[config.mk]
export PLATFORM = sky130hd
export DESIGN_NAME = mempipe_arb_n
export DESIGN_NICKNAME = d
export VERILOG_FILES = /design/src/rtl/mempipe_arb_n.sv
export SDC_FILE = /design/constraint.sdc
export NUM_CORES = 1
export LEC_CHECK = 0
export ABC_AREA = 1
export ABC_CLOCK_PERIOD_IN_PS = 9100
export CORE_AREA = 3 3 204 206
export DETAILED_ROUTE_END_ITERATION = 16
export DIE_AREA = 0 0 207 209
export GPL_TIMING_DRIVEN = 0
export MAX_ROUTING_LAYER = met4
export PLACE_DENSITY = 0.54
export SLEW_MARGIN = 20
export SYNTH_ARGS = -nofsm -noshare
export SYNTH_HDL_FRONTEND = slang
export SYNTH_SLANG_ARGS = --single-unit
[constraint.sdc]
create_clock -name clk_i -period 9.1 [get_ports clk_i]
set_input_delay 2.275 -clock clk_i [delete_from_list [all_inputs] [get_ports clk_i]]
set_output_delay 2.275 -clock clk_i [all_outputs]
set_load 0.01 [all_outputs]
[src/rtl/mempipe_arb_n.sv]
// mm0 arbiter of the L1 memory pipeline: picks one of NUM_REQ requesters per cycle (fixed priority
// or round robin) and registers the winner into mm1. MEMPIPE_ARB_STARVE_EN adds starvation override.
module mempipe_arb_n #(
    parameter int unsigned NUM_REQ    = 3,
    parameter int unsigned PKT_W      = 128,
    parameter int unsigned ARB_MODE   = 0,
    parameter int unsigned STARVE_MAX = 15
) (
    input  logic                       clk_i,
    input  logic                       rst_i,
    input  logic [NUM_REQ-1:0]         req_mm0_i,
    input  logic [NUM_REQ*PKT_W-1:0]   req_pkt_mm0_i,
    output logic [NUM_REQ-1:0]         gnt_mm0_o,
    input  logic                       pipe_stall_mm0_i,
    input  logic                       flush_i,
    output logic                       valid_mm1_o,
    output logic [PKT_W-1:0]           req_pkt_mm1_o,
    output logic [$clog2(NUM_REQ)-1:0] req_id_mm1_o,
    output logic                       starve_any_o
);

    localparam int unsigned IdW  = $clog2(NUM_REQ);
    localparam int unsigned SumW = IdW + 1;

    if (NUM_REQ < 2 || STARVE_MAX < 1) begin : g_bad_params
        $error("mempipe_arb_n: NUM_REQ must be >= 2 and STARVE_MAX >= 1");
    end

    logic [IdW-1:0]         rr_ptr_q, rr_ptr_d;
    logic                   valid_q, valid_d;
    logic [PKT_W-1:0]       pkt_q, pkt_d;
    logic [IdW-1:0]         id_q, id_d;

    logic                   gnt_en;
    logic [NUM_REQ-1:0]     starve_req;
    logic [IdW-1:0]         fp_idx;
    logic [IdW-1:0]         rr_idx;
    logic [IdW-1:0]         rr_off;
    logic [SumW-1:0]        rr_sum;
    logic [2*NUM_REQ-1:0]   req_dbl;
    logic [IdW-1:0]         ov_idx;
    logic                   ov_found;
    logic [IdW-1:0]         win_idx;
    logic [PKT_W-1:0]       win_pkt;

    // Reset is folded in so no grant can leak while the flops are held in reset.
    assign gnt_en = ~rst_i & ~pipe_stall_mm0_i & ~flush_i & (|req_mm0_i);

    always_comb begin
        fp_idx = '0;
        for (int i = NUM_REQ - 1; i >= 0; i--) begin
            if (req_mm0_i[i]) begin
                fp_idx = IdW'(i);
            end
        end
    end

    // Rotate requests so bit 0 is rr_ptr, find the nearest one, then rotate the offset back.
    always_comb begin
        req_dbl = {req_mm0_i, req_mm0_i} >> rr_ptr_q;
        rr_off  = '0;
        for (int i = NUM_REQ - 1; i >= 0; i--) begin
            if (req_dbl[i]) begin
                rr_off = IdW'(i);
            end
        end
        rr_sum = SumW'(rr_ptr_q) + SumW'(rr_off);
        if (rr_sum >= SumW'(NUM_REQ)) begin
            rr_idx = IdW'(rr_sum - SumW'(NUM_REQ));
        end else begin
            rr_idx = IdW'(rr_sum);
        end
    end

    always_comb begin
        ov_idx   = '0;
        ov_found = 1'b0;
        for (int i = NUM_REQ - 1; i >= 0; i--) begin
            if (starve_req[i]) begin
                ov_idx   = IdW'(i);
                ov_found = 1'b1;
            end
        end
    end

    always_comb begin
        if (ov_found) begin
            win_idx = ov_idx;
        end else if (ARB_MODE == 1) begin
            win_idx = rr_idx;
        end else begin
            win_idx = fp_idx;
        end
    end

    always_comb begin
        gnt_mm0_o = '0;
        if (gnt_en) begin
            gnt_mm0_o = NUM_REQ'(1) << win_idx;
        end
    end

    always_comb begin
        win_pkt = '0;
        for (int i = 0; i < NUM_REQ; i++) begin
            if (win_idx == IdW'(i)) begin
                win_pkt = req_pkt_mm0_i[i*PKT_W +: PKT_W];
            end
        end
    end

    always_comb begin
        rr_ptr_d = rr_ptr_q;
        if (ARB_MODE == 1 && gnt_en) begin
            rr_ptr_d = (win_idx == IdW'(NUM_REQ - 1)) ? '0 : win_idx + IdW'(1);
        end
    end

    always_comb begin
        valid_d = gnt_en;
        pkt_d   = pkt_q;
        id_d    = id_q;
        if (gnt_en) begin
            pkt_d = win_pkt;
            id_d  = win_idx;
        end
    end

    always_ff @(posedge clk_i or posedge rst_i) begin
        if (rst_i) begin
            rr_ptr_q <= '0;
            valid_q  <= 1'b0;
            pkt_q    <= '0;
            id_q     <= '0;
        end else begin
            rr_ptr_q <= rr_ptr_d;
            valid_q  <= valid_d;
            pkt_q    <= pkt_d;
            id_q     <= id_d;
        end
    end

    assign valid_mm1_o   = valid_q;
    assign req_pkt_mm1_o = pkt_q;
    assign req_id_mm1_o  = id_q;

`ifdef MEMPIPE_ARB_STARVE_EN
    localparam int unsigned CntW = $clog2(STARVE_MAX + 1);
    localparam logic [CntW-1:0] CntMax = CntW'(STARVE_MAX);

    logic [CntW-1:0]    cnt_q [NUM_REQ];
    logic [CntW-1:0]    cnt_d [NUM_REQ];
    logic [NUM_REQ-1:0] starve_hit;

    always_comb begin
        for (int i = 0; i < NUM_REQ; i++) begin
            starve_hit[i] = (cnt_q[i] == CntMax);
            starve_req[i] = starve_hit[i] & req_mm0_i[i];
        end
    end

    // Stall cycles freeze the count; flush and a dropped request restart it.
    always_comb begin
        for (int i = 0; i < NUM_REQ; i++) begin
            if (gnt_mm0_o[i] || !req_mm0_i[i] || flush_i) begin
                cnt_d[i] = '0;
            end else if (pipe_stall_mm0_i || cnt_q[i] == CntMax) begin
                cnt_d[i] = cnt_q[i];
            end else begin
                cnt_d[i] = cnt_q[i] + CntW'(1);
            end
        end
    end

    always_ff @(posedge clk_i or posedge rst_i) begin
        if (rst_i) begin
            for (int i = 0; i < NUM_REQ; i++) begin
                cnt_q[i] <= '0;
            end
        end else begin
            for (int i = 0; i < NUM_REQ; i++) begin
                cnt_q[i] <= cnt_d[i];
            end
        end
    end

    assign starve_any_o = |starve_hit;
`else
    assign starve_req   = '0;
    assign starve_any_o = 1'b0;
`endif

    gnt_onehot_a: assert property (@(posedge clk_i) disable iff (rst_i) $onehot0(gnt_mm0_o));
    gnt_on_req_a: assert property (@(posedge clk_i) disable iff (rst_i)
                                   (gnt_mm0_o & ~req_mm0_i) == '0);

endmodule

* After elaboration in Yosys (flattened, before gate mapping)
Index checks and enable logic that the tools add are counted.
** Operators by class
- Eq/ne operators :: 2
- Shift-type cells :: 1
- Multiplexer cells :: 7
- Bitwise gates (word level) :: 6
- Reduce and logical (&&, ||, !) cells :: 2
** Operator list (count)
- two-way mux 128 bit :: 3
- two-way mux 2 bit :: 3
- bitwise AND 1 bit :: 3
- two-way mux 3 bit :: 1
- NOT 1 bit :: 3
- OR reduction 3 bit :: 1
- << shifter 1 x 2 -> 3 bit (first input constant) :: 1
- equality test 2 x 1 -> 1 bit (second input constant) :: 1
- equality test 2 bit (second input constant) :: 1
- zero test 2 bit :: 1
** Storage, ports and cells
- Register bits after elaboration :: 131
- Input port bits :: 391
- Output and inout port bits :: 135
- Logic and storage cells :: 21

* Logic depth before layout (Yosys ltp)
Gate-level depths: netlist of run 1.
- Word-level depth :: 7
- Mapped depth :: 9
- Depth with buffers taken out :: 6

* Worst setup path before layout of run 1
Ideal clock, no wire load.
- Kind :: input to output
- From :: input port rst_i
- To :: output port gnt_mm0_o[1]
- Data arrival time :: 4.707 ns
- Data required time :: 6.825 ns
- Setup slack :: 2.118 ns
- Stages on the path :: 6
- Buffers on the path :: 1
- Cell sequence :: inv_2 -> nand2_1 -> nor2_2 -> buf_2 -> nand3_1 -> inv_1
** On the way
- Cells in the longest elaborated chain, start to end :: 5
** Ends and longest elaborated chain
- start: declaration :: RTL line 10 : input logic rst_i,
- NOT 1 bit :: RTL line 47 : assign gnt_en = ~rst_i & ~pipe_stall_mm0_i & ~flush_i & (|req_mm0_i);
- bitwise AND 1 bit (3 in a row) :: RTL line 47
- two-way mux 3 bit :: RTL line 98 : if (gnt_en) begin
- end: declaration :: RTL line 13 : output logic [NUM_REQ-1:0] gnt_mm0_o,
No other way between the ends.

* Final worst setup path of run 1
Ends and elaborated chain as after synthesis.

==> run metrics, run 1 <==
post-placement setup slack about 2.1 ns; setup ws final 2.14 ns; clock sinks between 100 and 150; I/O pin count 526; H-tree depth 4; row count 73; DR WL/cell roughly 18 um; Nets about 2,200; Bufs on Longest Clock Path 2; vias around 10,000; Die Wd ~210 um; max-cap violation count 0; Die Span Y 209 um; Die Area 0.0433 sq mm; core area ~0.04 sq mm; largest net degree at the start of global routing 83; Multi-input gate area 0.00393 sq mm; Required @ worst endpoint 6.83 ns; final hold violations 0; RSZ-0062 raised after global routing no; post-CTS repair timing setup buffer count 0; pwr/cell area 157 mW/mm^2; share of post-route cells with drive strength above 1 0.0643; fillcell total 4,269; Cells after Synth 1,279; outcome complete, no violations; Seq/Total Area, Yosys 0.395; fmax 144 MHz; min Tclk post-route 6.96 ns; CTS Root Cell clkbuf_16; Post-Route Utilization 0.374; Worst Setup End Kind output port; relative slew slack 0.625; Reg area between 0.003 and 0.004 sq mm; hpwl dp approximately 34,000 um; worst clock skew 0 ns; GRT Overall Usage 0.202; Cell variety after synth 16; Crit Path Category input port to output port; Initial Utilization 0.208; maximum fanout along the worst path 52; critical path launch point type input port; peak supply drop 0.000117 V; Synth Net Count ~1,700; Mean Syn Cell Area 6.49 sq um; Tightest Pin Transition 0.563 ns; hold crit path type flop to flop; Post-CTS Hold Buffers 0; I/O Buffers 523; First-pass DRT Iterations 5; antenna viol nets, final 0; Placer Congestion 0.925; layout overhead on the synthesized area 79.3%; flops & latches, synth 131; dpl cells 2,328; mapped cell area 0.00830 sq mm; TNS Setup 0 ns; CTS tree built; final setup violation count 0; Post-CTS Resized 0; global-route wire length before repair 65,300 um; Tcrit/Tclk final 0.764; vias in the first global route between 10,000 and 15,000; # DRC 0; Total Wirelength roughly 44,000 um; via/cell ratio 4.42; total CTS buffers 17; Iter 0 DRT Violations 686; total gr overflow 0; non-filler cells, final 2,360; number of synthesis warnings 0; initial antenna violation count 1; worst endpoint data arrival time 4.68 ns; Clk Latency, worst-skew pair 0.41 ns; Slew Limit Fails 0; clk slew on worst S/H paths around 0.060 ns; Leakage Power roughly 7.2 nW
-- layout make-up --
class                      instances  share of cell area
clock inverter                    12              0.0138
multi-input combinational        914               0.264
timing repair buffer             524               0.354
antenna                            1            0.000168
tap                              525              0.0442
inverter                         134              0.0343
clock buffer                      19              0.0298
sequential                       131               0.220
buffer                           100              0.0395
-- stage by stage --
stage	total power [mW]	cell area (sq um)	hold slack (ns)
after floorplan	1.04	8300	0.516
after global placement	1.56	14200	0.462
after detailed placement	1.57	14200	0.464
after CTS	2.38	14900	0.480
after global routing	2.47	14900	0.494
final	2.34	14900	0.476
-- worst paths after layout --
check,start,end,slack [ns],depth (start not counted)
setup / recovery,rst_i,gnt_mm0_o[1],2.14,8
hold / removal,req_pkt_mm1_o[54]$_DFFE_PP0P_,req_pkt_mm1_o[54]$_DFFE_PP0P_,0.48,2
setup reg to reg,req_pkt_mm1_o[97]$_DFFE_PP0P_,req_pkt_mm1_o[97]$_DFFE_PP0P_,8.41,2
hold reg to reg,req_pkt_mm1_o[54]$_DFFE_PP0P_,req_pkt_mm1_o[54]$_DFFE_PP0P_,0.48,2
max in group asynchronous,rst_i,req_pkt_mm1_o[7]$_DFFE_PP0P_,6.03,3
min in group asynchronous,rst_i,req_pkt_mm1_o[62]$_DFFE_PP0P_,2.26,2
-- synthesized netlist by cell type --
library cell  number  area share
o21ai_1            1     0.00060
buf_4             15       0.014
buf_1              2     0.00091
inv_1            131       0.059
nor2_1             4      0.0018
conb_1             1     0.00045
dfrtp_1          131        0.40
clkbuf_1          18      0.0081
buf_6             12       0.016
nand2_2            1     0.00075
nand3_2            1      0.0012
nand2_1          519        0.23
nor2_2             2      0.0015
nand3_1          385        0.23
buf_2             53       0.032
inv_2              3      0.0014
-- state kept, by name (all words and copies together) (netlist names) --
name	flops
req_pkt_mm1_o	128
req_id_mm1_o	2
valid_mm1_o	1
-- power by group --
group / internal, mW / switching [mW] / total, mW
sequential: 0.696 / 0.0683 / 0.764
clock: 0.495 / 0.290 / 0.785
combinational: 0.437 / 0.352 / 0.789
-- cell families after synthesis --
family / after synthesis / share of synthesized area
AOI/OAI and AO/OA: 1 / 0.000603
buffers and inverters: 234 / 0.132
DFF: 131 / 0.395
other: 1 / 0.000452
and+or+nand+nor: 912 / 0.472
-- critical path: stages --
cell,delay [ns]
clkdlybuf4s50_1,0.49
inv_8,0.32
nand2_1,0.22
nor2_2,0.27
buf_2,0.27
nand3_1,0.12
inv_1,0.08
clkdlybuf4s50_1,0.57
-- layer usage --
layer	global-route usage	up-vias	wire length, um
met5	-	-	0
met4	0.0604	0	1140
met3	0.0534	44	3180
met2	0.341	444	21100
met1	0.236	4836	18200
li1	-	5108	-
-- layout by cell type (no fill, tap or decap), types with 5 or more instances in the layout --
master,n
dfrtp_1,131
nand3_1,385
clkbuf_16,17
nand2_1,519
inv_1,131
buf_4,15
bufinv_16,5
buf_2,53
clkbuf_1,19
buf_6,12
clkdlybuf4s50_1,523
(Power assumes the default switching activity.)
==> run 2, diff against run 1 <==
--- a/config.mk
+++ b/config.mk
@@ -6,13 +6,13 @@
 export NUM_CORES = 1
 export LEC_CHECK = 0
 export ABC_AREA = 1
-export ABC_CLOCK_PERIOD_IN_PS = 9100
-export CORE_AREA = 3 3 204 206
+export ABC_CLOCK_PERIOD_IN_PS = 6490
+export CORE_AREA = 3 3 203 205
 export DETAILED_ROUTE_END_ITERATION = 16
-export DIE_AREA = 0 0 207 209
+export DIE_AREA = 0 0 206 208
 export GPL_TIMING_DRIVEN = 0
 export MAX_ROUTING_LAYER = met4
-export PLACE_DENSITY = 0.54
+export PLACE_DENSITY = 0.55
 export SLEW_MARGIN = 20
 export SYNTH_ARGS = -nofsm -noshare
 export SYNTH_HDL_FRONTEND = slang
==> constraint.sdc (replaced) <==
create_clock -name clk_i -period 6.49 [get_ports clk_i]
set_input_delay 1.6225 -clock clk_i [delete_from_list [all_inputs] [get_ports clk_i]]
set_output_delay 1.6225 -clock clk_i [all_outputs]
set_load 0.01 [all_outputs]
==> run 2 against run 1 <==
Design area rose by 0.35%; clock skew did not move; via count fell by 0.92%; hold slack improved by 0.0013 ns; sequential share of layout area fell by 0.078 points; sequential cell count did not move; register-to-register slack got worse by 2.6 ns; critical endpoint unchanged; largest power group is now clock.
==> run metrics, run 2 (synthesized netlist as in run 1, its figures left out) <==
outcome complete, no violations; Post-CTS Resized 0; H-tree depth 4; max-cap violation count 0; Int Pwr ~2.4 mW; Die Wd 206 um; Die Area 0.0428 sq mm; critical path cell sequence clkdlybuf4s50_1 -> inv_8 -> buf_16 -> nand2_1 -> nor2_2 -> buf_2 -> nand3_1 -> inv_1 -> clkdlybuf4s50_1; max incr delay on CP around 0.55 ns; Crit Path Category input port to output port; final hold violations 0; Crit path max-delay family buffers and inverters; net switching power figure 0.987 mW; relative slew slack 0.485; Placer Congestion 0.953; vias in the first global route approximately 10,000; Tightest Pin Transition slightly below 0.8 ns; Leakage Power 7.26 nW; Post-CTS Hold Buffers 0; Worst Setup End Kind output port; Bufs on Longest Clock Path 2; initial antenna violation count 2; total power ~3.3 mW; Die Span Y 208 um; worst clock skew 0 ns; crit-path most repeated cell clkdlybuf4s50_1; post-placement setup slack 0.213 ns; worst endpoint data arrival time approximately 4.6 ns; RSZ-0062 raised after global routing no; pwr/cell area 224 mW/mm^2; share of power burned in registers 0.321; hpwl dp 34,600 um; clock sinks roughly 130; Logic pwr share 0.331; Slew Limit Fails 0; most frequent cells in the layout clkdlybuf4s50_1 (523), nand2_1 (519), nand3_1 (385), inv_1 (131), dfrtp_1 (131); clk slew on worst S/H paths ~0.06 ns; antenna viol nets, final 0; peak supply drop 0.000158 V; row count 73; via/cell ratio ~4.4; maximum fanout along the worst path 76; clock power share 0.348; total gr overflow 0; Nets 2,213; CTS tree built; vias roughly 10,000; Clk Latency, worst-skew pair 0.41 ns; total CTS buffers 17; I/O Buffers approximately 520; I/O pin count 526; layout overhead on the synthesized area 79.9%; commonest non-fill, non-tap cell in the layout clkdlybuf4s50_1; # DRC 0; Iter 0 DRT Violations 623; setup ws final 0.321 ns; Post-Route Utilization 0.377; placed cell area approximately 0.014 sq mm; TNS Setup 0 ns; Initial Utilization 0.209; share of post-route cells with drive strength above 1 0.0643; hold crit path type flop to flop; min Tclk post-route 6.17 ns; fmax 162 MHz; First-pass DRT Iterations 7; critical path launch point type input port; core area 0.0396 sq mm; CTS Root Cell clkbuf_16; global-route wire length before repair 63,800 um; DR WL/cell 18.6 um; number of flip-flops in the largest register 128; Tcrit/Tclk final 0.951; sw frac 0.295; final setup violation count 0; Required @ worst endpoint just under 5 ns; largest net degree at the start of global routing 77; GRT Overall Usage 0.204; post-CTS repair timing setup buffer count 0; Total Wirelength 44,000 um; final non-filler cell area 0.0149 sq mm; CP max-delay cell clkdlybuf4s50_1; worst path buffer plus inverter count 6
[run 2: cell count changes in the layout (fill, tap and decap cells not counted), sizes merged]
cell	before	now
bufinv	5	7
clkbuf	37	38
clkinv	4	2
diode	1	2
[run 2: worst register-to-register path, delay by kind of cell (launching register included)]
family / cells / cell delay [ns]
and+or+nand+nor: 2 / 0.15
DFF: 1 / 0.45
[run 2: per-layer routing]
layer,track usage,vias up,part of all wire
met4,0.0562,0,0.024
li1,-,5110,-
met5,-,-,0
met1,0.233,4759,0.39
met3,0.0627,43,0.090
met2,0.344,424,0.49
[run 2: worst paths after layout]
| kind | startpoint | end | slack [ns] | cells past startpoint |
|---|---|---|---|---|
| worst max-delay path | rst_i | gnt_mm0_o[1] | 0.32 | 9 |
| worst min-delay path | req_pkt_mm1_o[60]$_DFFE_PP0P_ | req_pkt_mm1_o[60]$_DFFE_PP0P_ | 0.48 | 2 |
| worst max register to register | req_pkt_mm1_o[91]$_DFFE_PP0P_ | req_pkt_mm1_o[91]$_DFFE_PP0P_ | 5.78 | 2 |
| worst min register to register | req_pkt_mm1_o[60]$_DFFE_PP0P_ | req_pkt_mm1_o[60]$_DFFE_PP0P_ | 0.48 | 2 |
| max in group asynchronous | rst_i | req_pkt_mm1_o[8]$_DFFE_PP0P_ | 4.09 | 3 |
| min in group asynchronous | rst_i | req_pkt_mm1_o[69]$_DFFE_PP0P_ | 1.63 | 2 |
[run 2: power groups by stage]
stage	Clock [mW]	Combinational, mW	Sequential (mW)
2_1_floorplan	0	0.312	1.15
3_3_place_gp	0	1.12	1.08
3_5_place_dp	0	1.12	1.09
4_1_cts	1.20	1.13	1.08
5_1_grt	1.24	1.20	1.09
6_report	1.17	1.11	1.07
[run 2: cell type report]
cell class                      count  area, sq um
Inverter                          134          510
Timing Repair Buffer              524         5260
Antenna cell                        2         5.00
Clock inverter                     12          251
Multi-Input combinational cell    914         3930
Fill cell                        4265        24700
Buffer                            100          588
Sequential cell                   131         3280
Clock buffer                       20          447
Tap cell                          525          657
[run 2: per-stage QoR]
stage                     hold slack [ns]  std cells
after floorplan                     0.516       1279
final                               0.477       2362
after CTS                           0.481       2360
after global routing                0.498       2362
after detailed placement            0.464       2328
after global placement              0.462       2327
